$ cat src/rtl/fetch_pkg.sv
// -----------------------------------------------------------------------------
// fetch_pkg
// Shared definitions for the instruction-fetch controller:
//   - fetch_state_e   : FSM state encoding (also exported on the debug port)
//   - NOP_INSTR_DEF   : word shown to decode after reset, on faults, after flush
//   - PC_INC_DEF      : default sequential PC increment in bytes
//   - TIMEOUT_CYCLES_DEF : default WAIT watchdog length (0 disables it)
//   - pc_add()        : 32-bit PC increment, wraps modulo 2^32
// -----------------------------------------------------------------------------
package fetch_pkg;

  typedef enum logic [2:0] {
    ST_IDLE  = 3'd0,
    ST_REQ   = 3'd1,
    ST_WAIT  = 3'd2,
    ST_DRAIN = 3'd3,
    ST_FAULT = 3'd4
  } fetch_state_e;

  localparam logic [31:0] NOP_INSTR_DEF      = 32'h0000_0013;
  localparam int unsigned PC_INC_DEF         = 4;
  localparam int unsigned TIMEOUT_CYCLES_DEF = 255;

  function automatic logic [31:0] pc_add(input logic [31:0] pc, input int unsigned inc);
    logic [31:0] w_inc;
    w_inc = inc;
    return pc + w_inc;
  endfunction

endpackage

$ cat src/rtl/fetch_timeout_ctr.sv
// -----------------------------------------------------------------------------
// fetch_timeout_ctr
// Watchdog counter for the fetch WAIT state. Counts cycles while enabled and
// raises o_expired during the cycle in which the count equals
// TIMEOUT_CYCLES-1, i.e. the TIMEOUT_CYCLES-th enabled cycle after a clear.
// TIMEOUT_CYCLES = 0 removes the counter and ties o_expired low.
//
// Ports:
//   clk        in   clock
//   rst        in   asynchronous active-high reset (count -> 0)
//   i_clr      in   synchronous clear (wins over i_en)
//   i_en       in   count enable
//   o_expired  out  count has reached TIMEOUT_CYCLES-1
// -----------------------------------------------------------------------------
module fetch_timeout_ctr #(
  parameter int unsigned TIMEOUT_CYCLES = 255
) (
  input  logic clk,
  input  logic rst,
  input  logic i_clr,
  input  logic i_en,
  output logic o_expired
);

  // Only needs to hold 0 .. TIMEOUT_CYCLES-1.
  localparam int unsigned CW = (TIMEOUT_CYCLES > 2) ? $clog2(TIMEOUT_CYCLES) : 1;

  generate
    if (TIMEOUT_CYCLES == 0) begin : g_disabled
      assign o_expired = 1'b0;
    end else begin : g_enabled
      logic [CW-1:0] r_count;

      always_ff @(posedge clk or posedge rst) begin
        if (rst) begin
          r_count <= '0;
        end else if (i_clr) begin
          r_count <= '0;
        end else if (i_en) begin
          r_count <= r_count + 1'b1;
        end
      end

      assign o_expired = (r_count == CW'(TIMEOUT_CYCLES - 1));
    end
  endgenerate

endmodule

$ cat src/rtl/instr_fetch_ctrl.sv
// -----------------------------------------------------------------------------
// instr_fetch_ctrl
// Instruction-fetch controller between the PC register and decode. Issues one
// outstanding request at a time to instruction memory, buffers the returned
// word for decode, and drives the PC register write port (nwen/new_pc_value)
// for sequential advance and redirects.
//
// Build option: define FETCH_MISALIGN_EXC_EN to fault on a PC with
// pc_value[1:0] != 0 instead of fetching the aligned word.
//
// Handshakes: a transfer happens on a cycle where valid && ready are both 1.
// imem_req_valid may be withdrawn before acceptance (a redirect drops it).
// imem_rsp_valid has no backpressure. On the decode side id_valid stays high
// and id_instr/id_pc/id_fault stay stable until id_ready is seen with it.
//
// Ports:
//   clk, rst                       clock, asynchronous active-high reset
//   pc_value        in  [31:0]     current PC from the PC register
//   new_pc_value    out [31:0]     value written to the PC register
//   nwen            out            PC register write enable, active low
//   imem_req_valid  out / imem_req_ready in / imem_addr out [31:0]
//   imem_rsp_valid  in  / imem_rsp_data in [31:0] / imem_rsp_err in
//   redirect_valid  in  / redirect_pc   in [31:0]
//   id_valid out / id_ready in / id_instr out [31:0] / id_pc out [31:0]
//   id_fault        out            bus error, timeout or misaligned fetch
//   dbg_state       out            current FSM state
// -----------------------------------------------------------------------------
module instr_fetch_ctrl
  import fetch_pkg::*;
#(
  parameter int unsigned PC_INC         = PC_INC_DEF,
  parameter int unsigned TIMEOUT_CYCLES = TIMEOUT_CYCLES_DEF,
  parameter logic [31:0] NOP_INSTR      = NOP_INSTR_DEF
) (
  input  logic         clk,
  input  logic         rst,
  input  logic [31:0]  pc_value,
  output logic [31:0]  new_pc_value,
  output logic         nwen,
  output logic         imem_req_valid,
  input  logic         imem_req_ready,
  output logic [31:0]  imem_addr,
  input  logic         imem_rsp_valid,
  input  logic [31:0]  imem_rsp_data,
  input  logic         imem_rsp_err,
  input  logic         redirect_valid,
  input  logic [31:0]  redirect_pc,
  output logic         id_valid,
  input  logic         id_ready,
  output logic [31:0]  id_instr,
  output logic [31:0]  id_pc,
  output logic         id_fault,
  output fetch_state_e dbg_state
);

  fetch_state_e r_state, w_state_nxt;
  logic         r_id_valid, w_id_valid_nxt;
  logic         r_id_fault, w_id_fault_nxt;
  logic [31:0]  r_id_instr, w_id_instr_nxt;
  logic [31:0]  r_id_pc,    w_id_pc_nxt;
  logic [31:0]  r_req_pc,   w_req_pc_nxt;
  // Set when a redirect lands while a request is in flight: the response
  // that eventually comes back belongs to the old path and is dropped.
  logic         r_kill,     w_kill_nxt;
  logic         w_req_hs;
  logic         w_tmr_clr;
  logic         w_tmr_en;
  logic         w_tmr_expired;
  logic         w_misalign;

`ifdef FETCH_MISALIGN_EXC_EN
  assign w_misalign = (pc_value[1:0] != 2'b00);
  assign imem_addr  = pc_value;
`else
  // Low address bits are dropped; id_pc still reports the raw pc_value.
  assign w_misalign = 1'b0;
  assign imem_addr  = {pc_value[31:2], 2'b00};
`endif

  assign w_tmr_en = (r_state == ST_WAIT);

  fetch_timeout_ctr #(
    .TIMEOUT_CYCLES (TIMEOUT_CYCLES)
  ) u_timeout_ctr (
    .clk       (clk),
    .rst       (rst),
    .i_clr     (w_tmr_clr),
    .i_en      (w_tmr_en),
    .o_expired (w_tmr_expired)
  );

  always_ff @(posedge clk or posedge rst) begin
    if (rst) begin
      r_state    <= ST_IDLE;
      r_id_valid <= 1'b0;
      r_id_fault <= 1'b0;
      r_id_instr <= NOP_INSTR;
      r_id_pc    <= '0;
      r_req_pc   <= '0;
      r_kill     <= 1'b0;
    end else begin
      r_state    <= w_state_nxt;
      r_id_valid <= w_id_valid_nxt;
      r_id_fault <= w_id_fault_nxt;
      r_id_instr <= w_id_instr_nxt;
      r_id_pc    <= w_id_pc_nxt;
      r_req_pc   <= w_req_pc_nxt;
      r_kill     <= w_kill_nxt;
    end
  end

  always_comb begin
    w_state_nxt    = r_state;
    w_id_valid_nxt = r_id_valid;
    w_id_fault_nxt = r_id_fault;
    w_id_instr_nxt = r_id_instr;
    w_id_pc_nxt    = r_id_pc;
    w_req_pc_nxt   = r_req_pc;
    w_kill_nxt     = r_kill;
    w_req_hs       = 1'b0;
    w_tmr_clr      = 1'b0;
    nwen           = 1'b1;
    new_pc_value   = pc_value;
    imem_req_valid = 1'b0;

    if (r_id_valid && id_ready) begin
      w_id_valid_nxt = 1'b0;
    end

    unique case (r_state)
      ST_IDLE: begin
        w_state_nxt = ST_REQ;
      end

      ST_REQ: begin
        if (w_misalign) begin
          w_id_valid_nxt = 1'b1;
          w_id_fault_nxt = 1'b1;
          w_id_instr_nxt = NOP_INSTR;
          w_id_pc_nxt    = pc_value;
          w_state_nxt    = ST_FAULT;
        end else begin
          imem_req_valid = 1'b1;
          if (imem_req_ready) begin
            w_req_hs     = 1'b1;
            w_req_pc_nxt = pc_value;
            w_tmr_clr    = 1'b1;
            w_state_nxt  = ST_WAIT;
          end
        end
      end

      ST_WAIT: begin
        if (imem_rsp_valid) begin
          if (r_kill) begin
            w_kill_nxt  = 1'b0;
            w_state_nxt = ST_REQ;
          end else begin
            w_id_valid_nxt = 1'b1;
            w_id_fault_nxt = imem_rsp_err;
            w_id_instr_nxt = imem_rsp_data;
            w_id_pc_nxt    = r_req_pc;
            if (!imem_rsp_err) begin
              nwen         = 1'b0;
              new_pc_value = pc_add(r_req_pc, PC_INC);
              w_state_nxt  = ST_DRAIN;
            end else begin
              w_state_nxt  = ST_FAULT;
            end
          end
        end else if (w_tmr_expired) begin
          // A hung bus is reported even for a killed request: there is no
          // way to recover the transaction, so decode sees a fault.
          w_kill_nxt     = 1'b0;
          w_id_valid_nxt = 1'b1;
          w_id_fault_nxt = 1'b1;
          w_id_instr_nxt = NOP_INSTR;
          w_id_pc_nxt    = r_req_pc;
          w_state_nxt    = ST_FAULT;
        end
      end

      ST_DRAIN: begin
        if (!r_id_valid || id_ready) begin
          w_state_nxt = ST_REQ;
        end
      end

      ST_FAULT: begin
        w_state_nxt = ST_FAULT;
      end

      default: begin
        w_state_nxt = ST_IDLE;
      end
    endcase

    // Redirect overrides everything above, including a sequential PC write.
    if (redirect_valid) begin
      nwen           = 1'b0;
      new_pc_value   = redirect_pc;
      w_id_valid_nxt = 1'b0;
      w_id_fault_nxt = 1'b0;
      w_id_instr_nxt = NOP_INSTR;
      w_id_pc_nxt    = r_id_pc;
      if ((r_state == ST_REQ) && w_req_hs) begin
        w_state_nxt = ST_WAIT;
        w_kill_nxt  = 1'b1;
      end else if ((r_state == ST_WAIT) && !imem_rsp_valid) begin
        // Give the orphaned request a fresh watchdog window.
        w_state_nxt = ST_WAIT;
        w_kill_nxt  = 1'b1;
        w_tmr_clr   = 1'b1;
      end else begin
        w_state_nxt = ST_IDLE;
        w_kill_nxt  = 1'b0;
      end
    end
  end

  assign id_valid  = r_id_valid;
  assign id_fault  = r_id_fault;
  assign id_instr  = r_id_instr;
  assign id_pc     = r_id_pc;
  assign dbg_state = r_state;

endmodule
$ cat config.mk
export PLATFORM = sky130hd
export DESIGN_NAME = instr_fetch_ctrl
export DESIGN_NICKNAME = d
export VERILOG_FILES = /design/src/rtl/fetch_pkg.sv /design/src/rtl/fetch_timeout_ctr.sv /design/src/rtl/instr_fetch_ctrl.sv
export SDC_FILE = /design/constraint.sdc
export NUM_CORES = 1
export LEC_CHECK = 0
export ABC_AREA = 1
export CAP_MARGIN = 20
export CORE_MARGIN = 5
export CORE_UTILIZATION = 40
export DETAILED_ROUTE_END_ITERATION = 7
export DONT_BUFFER_PORTS = 1
export PLACE_DENSITY = 0.62
export SETUP_SLACK_MARGIN = 0.3
export SKIP_LAST_GASP = 1
export SYNTH_ARGS = -nofsm -noshare
export SYNTH_HDL_FRONTEND = slang
export SYNTH_SLANG_ARGS = --single-unit
$ cat constraint.sdc
create_clock -name clk -period 3.5 [get_ports clk]
set_clock_uncertainty 0.1 [all_clocks]
set_input_delay 0.35 -clock clk [delete_from_list [all_inputs] [get_ports clk]]
set_output_delay 0.35 -clock clk [all_outputs]
set_load 0.03 [all_outputs]
==> Word level (Yosys, flattened, before mapping) <==
Cells that the tools add are included.
Widths: inputs -> output; s select.
{ "totals": {"reg_bits": 110, "in_bits": 103, "wordCells": 90, "out_inout_bits": 135} }
{ "classes": {"eq_ne": 10, "n_addsub": 2, "bitwise": 1, "muxes": 53, "reduce_logical": 16} }
{ "ops": {"columns": ["operator", "n"], "rows": [
  ["$mux 32", 13],
  ["$add 32x3->32 const B", 1],
  ["$mux 1", 28],
  ["$mux 3", 7],
  ["$mux 8", 2],
  ["$pmux 3 s5", 1],
  ["$ne 3x3->1 const B", 3],
  ["$add 8x1->8 const B", 1],
  ["$eq 8x8->1 const B", 1],
  ["$eq 3x2->1 const B", 2],
  ["$reduce_and 3->1", 2],
  ["$reduce_bool 2->1", 3],
  ["$mux 2", 2],
  ["$ne 4x4->1 const B", 1],
  ["$reduce_and 2->1", 2],
  ["$reduce_and 4->1", 1],
  ["$eq 3x1->1 const B", 1],
  ["$eq 3x3->1 const B", 1],
  ["$logic_and 1x1->1", 3],
  ["$logic_not 3->1", 1],
  ["$reduce_bool 3->1", 1],
  ["$logic_not 1->1", 2],
  ["$ne 2x2->1 const B", 1],
  ["$logic_or 1x1->1", 1],
  ["$not 1->1", 1]
]} }

==> Depth between registers and ports, before layout <==
{ "logic_depth": {"ltp_word": 6, "ltp_mapped": 11, "depth_no_buf": 10} }

==> By module <==
From an unflattened synthesis, not the netlist that was laid out.
{ "unflattened": {"hier_cells": 867, "area_unflattened_um2": 6213.5} }
{ "by_module_without_submodules": {"columns": ["mod", "seq_area_each_um2", "cells_each", "area_per_inst_um2", "n_inst"], "rows": [
  ["instr_fetch_ctrl", 2556.2, 807, 5743.0, 1],
  ["fetch_timeout_ctr", 200.2, 60, 470.5, 1]
]} }

==> Worst setup path before layout <==
Ideal clock, no wire load.
{ "synth_timing": {"kind": "flip-flop to output port", "startpoint": "register r_state[2] (netlist: dbg_state[2])", "endpoint": "output new_pc_value[0]", "path_buffers": 1, "slack_ns": 1.255, "arrival_time_ns": 1.795, "path_stages_with_launch": 7, "t_required_ns": 3.050, "path_cell_list": "dfrtp_1 -> inv_1 -> nand3_4 -> nor2_8 -> nand2_4 -> buf_6 -> o221ai_1"} }
{ "synth_between": {"elab_chain_len": 3} }
{ "synth_rtl": {"columns": ["element", "line", "text"], "rows": [
  ["start, declared", "instr_fetch_ctrl.sv:56", "fetch_state_e r_state, w_state_nxt;"],
  ["start signal, assigned", "instr_fetch_ctrl.sv:102", "r_state <= w_state_nxt;"],
  ["$eq 3x2->1", "instr_fetch_ctrl.sv:130", "unique case (r_state)"],
  ["$mux 32", "instr_fetch_ctrl.sv:130", null],
  ["$mux 32", "instr_fetch_ctrl.sv:199", "if (redirect_valid) begin"],
  ["end, declared", "instr_fetch_ctrl.sv:38", "output logic [31:0] new_pc_value,"]
]} }
No other way between the ends.

==> Final worst setup path <==
{ "layout_timing": {"startpoint": "register r_state[2] (netlist: dbg_state[2])", "endpoint": "output new_pc_value[4]"} }
The elaborated chain is that of the path after synthesis.

==> run_results.csv <==
group,metric,value,unit
sta,fmax,341,MHz
sta,rsz0062_at_grt,"false",
clock_tree,cts.htree.levels,3,
detailed_routing,drc,0,
min_path,hold_path_class,"in2reg",
global_route,grt_pass1_vias,4950,
worst_setup_path,cp_data_arrival_time,2.48,ns
logic_synthesis,synthAdderAreaFrac,0.585,%
worst_setup_path,worstSetupPathType,"reg2out",
placed_design,portBuffers,0,
detailed_routing,drt_iter0_drc,326,
logic_synthesis,synthCells,847,
logic_synthesis,synth_simple_gate_area_share,27.0,%
logic_synthesis,seq_area_frac_synth,42.9,%
global_route,use_met1,25.6,%
sta,fin_crit_sh,83.8,%
worst_setup_path,crit_chain,"inv_1, nand3_4, nor2_8, inv_2, nand2_4, o22ai_1, a21oi_1",
die,initial_core_util,40.6,%
global_route,overflow,0,
logic_synthesis,ys_dominant_reg_cell,"dfrtp_1",
global_route,grt_pass1_wl,27.5,mm
global_route,grt-busiest-layer,"met2",
sta,timing.hold.ws,0.0120,ns
pwr,max-vdd-ir-drop,0.286,mV
logic_synthesis,yosys.area_share.xor_xnor,0.819,%
global_route,antenna_found_initial,1,
cells_and_area,fillers,1661,
die,die_area,18700,um^2
die,die_h,137,um
detailed_routing,vias,5255,
detailed_routing,antenna_left,0,
clock_tree,cts.path.max_buffers,2,
sta,period_minus_slack,2.93,ns
cells_and_area,final_nets,912,
clock_tree,root_buffer,"clkbuf_16",
sta,setup_violations,0,
worst_setup_path,cp_max_fo,18,
cells_and_area,antennaDiodeCount,0,
clock_tree,cts_buffers,9,
sta,final_max_slew_viol_count,0,
die,num_rows,46,
clock_tree,cts_sinks,110,
sta,slew_headroom,48.0,%
worst_setup_path,crit_path_max_incr_delay,0.53,ns
cells_and_area,areaGrowthSynthToFinish,4.07,%
global_route,grtUsageMet2,29.4,%
detailed_routing,wl_per_cell,17.6,um
clock_tree,clk_pin_slew,0.09,ns
die,coreArea,15800,um^2
flow_run,cap_violations,0,
logic_synthesis,synth_edf_count,0,
logic_synthesis,synthMuxAreaShare,0,%
cells_and_area,final_common_cell,"nand2_1",
placed_design,finalWeightedCongestion,0.954,
logic_synthesis,avgSynthCellArea,7.58,um^2
pwr,p_leak,3.11,nW
worst_setup_path,critPathRequiredTime,3.05,ns
global_route,grt_max_degree,66,
pwr,power.density,766,nW/um^2
die,dieWidth,137,um
status,status,"finished clean",
worst_setup_path,critical_path_buf_inv_count,2,
logic_synthesis,synthArstFlopShare,100,%
cells_and_area,drive_gt1_share,12.7,%
logic_synthesis,netlist_area,6420,um^2
worst_setup_path,start_kind,"flop",
sta,worst_pin_slew,0.779,ns
sta,fin_setup_tns,0,ns
worst_setup_path,end_kind,"primary output",
sta,hold_viol,0,
global_route,grt_usage,19.1,%
logic_synthesis,ys_warn_count,0,
logic_synthesis,yosysUniqueCellTypes,41,
clock_tree,insertion_delay,0.36,ns
logic_synthesis,yosys_register_bits,110,
cells_and_area,layout_common_cells,"253 x nand2_1, 107 x dfrtp_1, 89 x inv_1",
detailed_routing,dr.pass1.iters,8,
logic_synthesis,synth_top_family_by_area,"simple AND/OR/NAND/NOR gates",
global_route,use_met3,6.43,%
logic_synthesis,synth_compound_gate_area_share,15.3,%
die,ioPinCount,238,
clock_tree,cts_tree,"yes",
detailed_routing,viasPerCell,5.12,
worst_setup_path,critPathTopFamily,"simple AND/OR/NAND/NOR gates",
placed_design,hpwl,13.9,mm
worst_setup_path,slowest_stage,"a21oi_1",
detailed_routing,routed_wl,18.1,mm
-- per-stage QoR --
stage,util (%),worst slack [ns],instances,power [mW],instance area (um^2)
floorplan,-,1.26,848,3.72,6430
global placement,39.7,0.858,1005,3.99,6280
detailed placement,39.7,0.794,1005,4.03,6280
CTS,41.9,0.383,1023,5.15,6630
global route,42.2,0.408,1027,5.49,6680
finish,42.2,0.567,1027,5.12,6680
-- per-layer routing --
metal | vias up | share of wire [%]
li1 | 2594 | -
met1 | 2414 | 43
met2 | 227 | 46
met3 | 20 | 9.6
met4 | 0 | 1.9
met5 | - | 0
-- logic make-up after synthesis --
| logic type | after synthesis |
|---|---|
| AO/OA/AOI/OAI | 162 |
| XOR/XNOR | 6 |
| AND/OR/NAND/NOR | 401 |
| adder cells (fa/ha/maj) | 3 |
| other | 1 |
| flip-flops | 110 |
| buffers and inverters | 164 |
-- registers in the layout, indices dropped and copies added (netlist names) --
name,flops
id_instr,32
id_pc,32
r_req_pc,32
u_timeout_ctr.g_enabled.r_count,8
dbg_state,3
id_fault,1
id_valid,1
r_kill,1
-- report_power, final --
part / total [mW] / internal, mW / switching (mW) / leakage (nW)
clock network: 1.10 / 0.532 / 0.569 / 0.158
registers: 2.56 / 1.68 / 0.889 / 1.42
logic: 1.45 / 0.456 / 0.999 / 1.53
total: 5.12 / 2.66 / 2.46 / 3.11
-- path summary, 6_finish.rpt --
kind	startpoint	endpoint	slack (ns)	cells past startpoint
min in group asynchronous	rst	id_pc[24]	0.49	2
max in group asynchronous	rst	id_instr[1]	1.95	3
min	imem_rsp_data[19]	id_instr[19]	0.01	2
max reg2reg	dbg_state[2]	id_pc[16]	1.17	7
max	dbg_state[2]	new_pc_value[4]	0.57	7
min reg2reg	r_req_pc[1]	r_req_pc[1]	0.40	2
-- Yosys cell counts, types with 7 or more instances --
cell type | count | area [um^2]
nor3_1 | 7 | 35.0
dfrtp_1 | 107 | 2680
inv_1 | 90 | 338
a21oi_1 | 17 | 85.1
o21ai_0 | 52 | 260
nand2_2 | 23 | 144
o21ai_2 | 23 | 201
clkbuf_1 | 9 | 33.8
nand2_1 | 254 | 953
o21ai_1 | 48 | 240
buf_2 | 10 | 50.1
buf_6 | 13 | 146
nor2_1 | 54 | 203
buf_4 | 33 | 248
inv_2 | 7 | 26.3
o211ai_1 | 7 | 52.6
nand3_1 | 48 | 240
-- final cells by class --
cell class / count / area (um^2) / area share (%)
timing repair buffer: 13 / 115 / 1.72
tap: 216 / 270 / 4.04
clock buffer: 9 / 225 / 3.37
clock inverter: 7 / 104 / 1.55
sequential: 110 / 2760 / 41.3
multi-input combinational: 574 / 2840 / 42.5
inverter: 98 / 374 / 5.60
-- timing repair --
| item | in CTS | in global routing |
|---|---|---|
| resized for setup | 0 | 2 |
| endpoints found under the setup margin | 0 | 5 |
| hold buffers | 2 | 0 |
| endpoints found under the hold margin | 33 | 0 |
| buffers inserted | 0 | 3 |
Power figures use the tool's default switching activity.
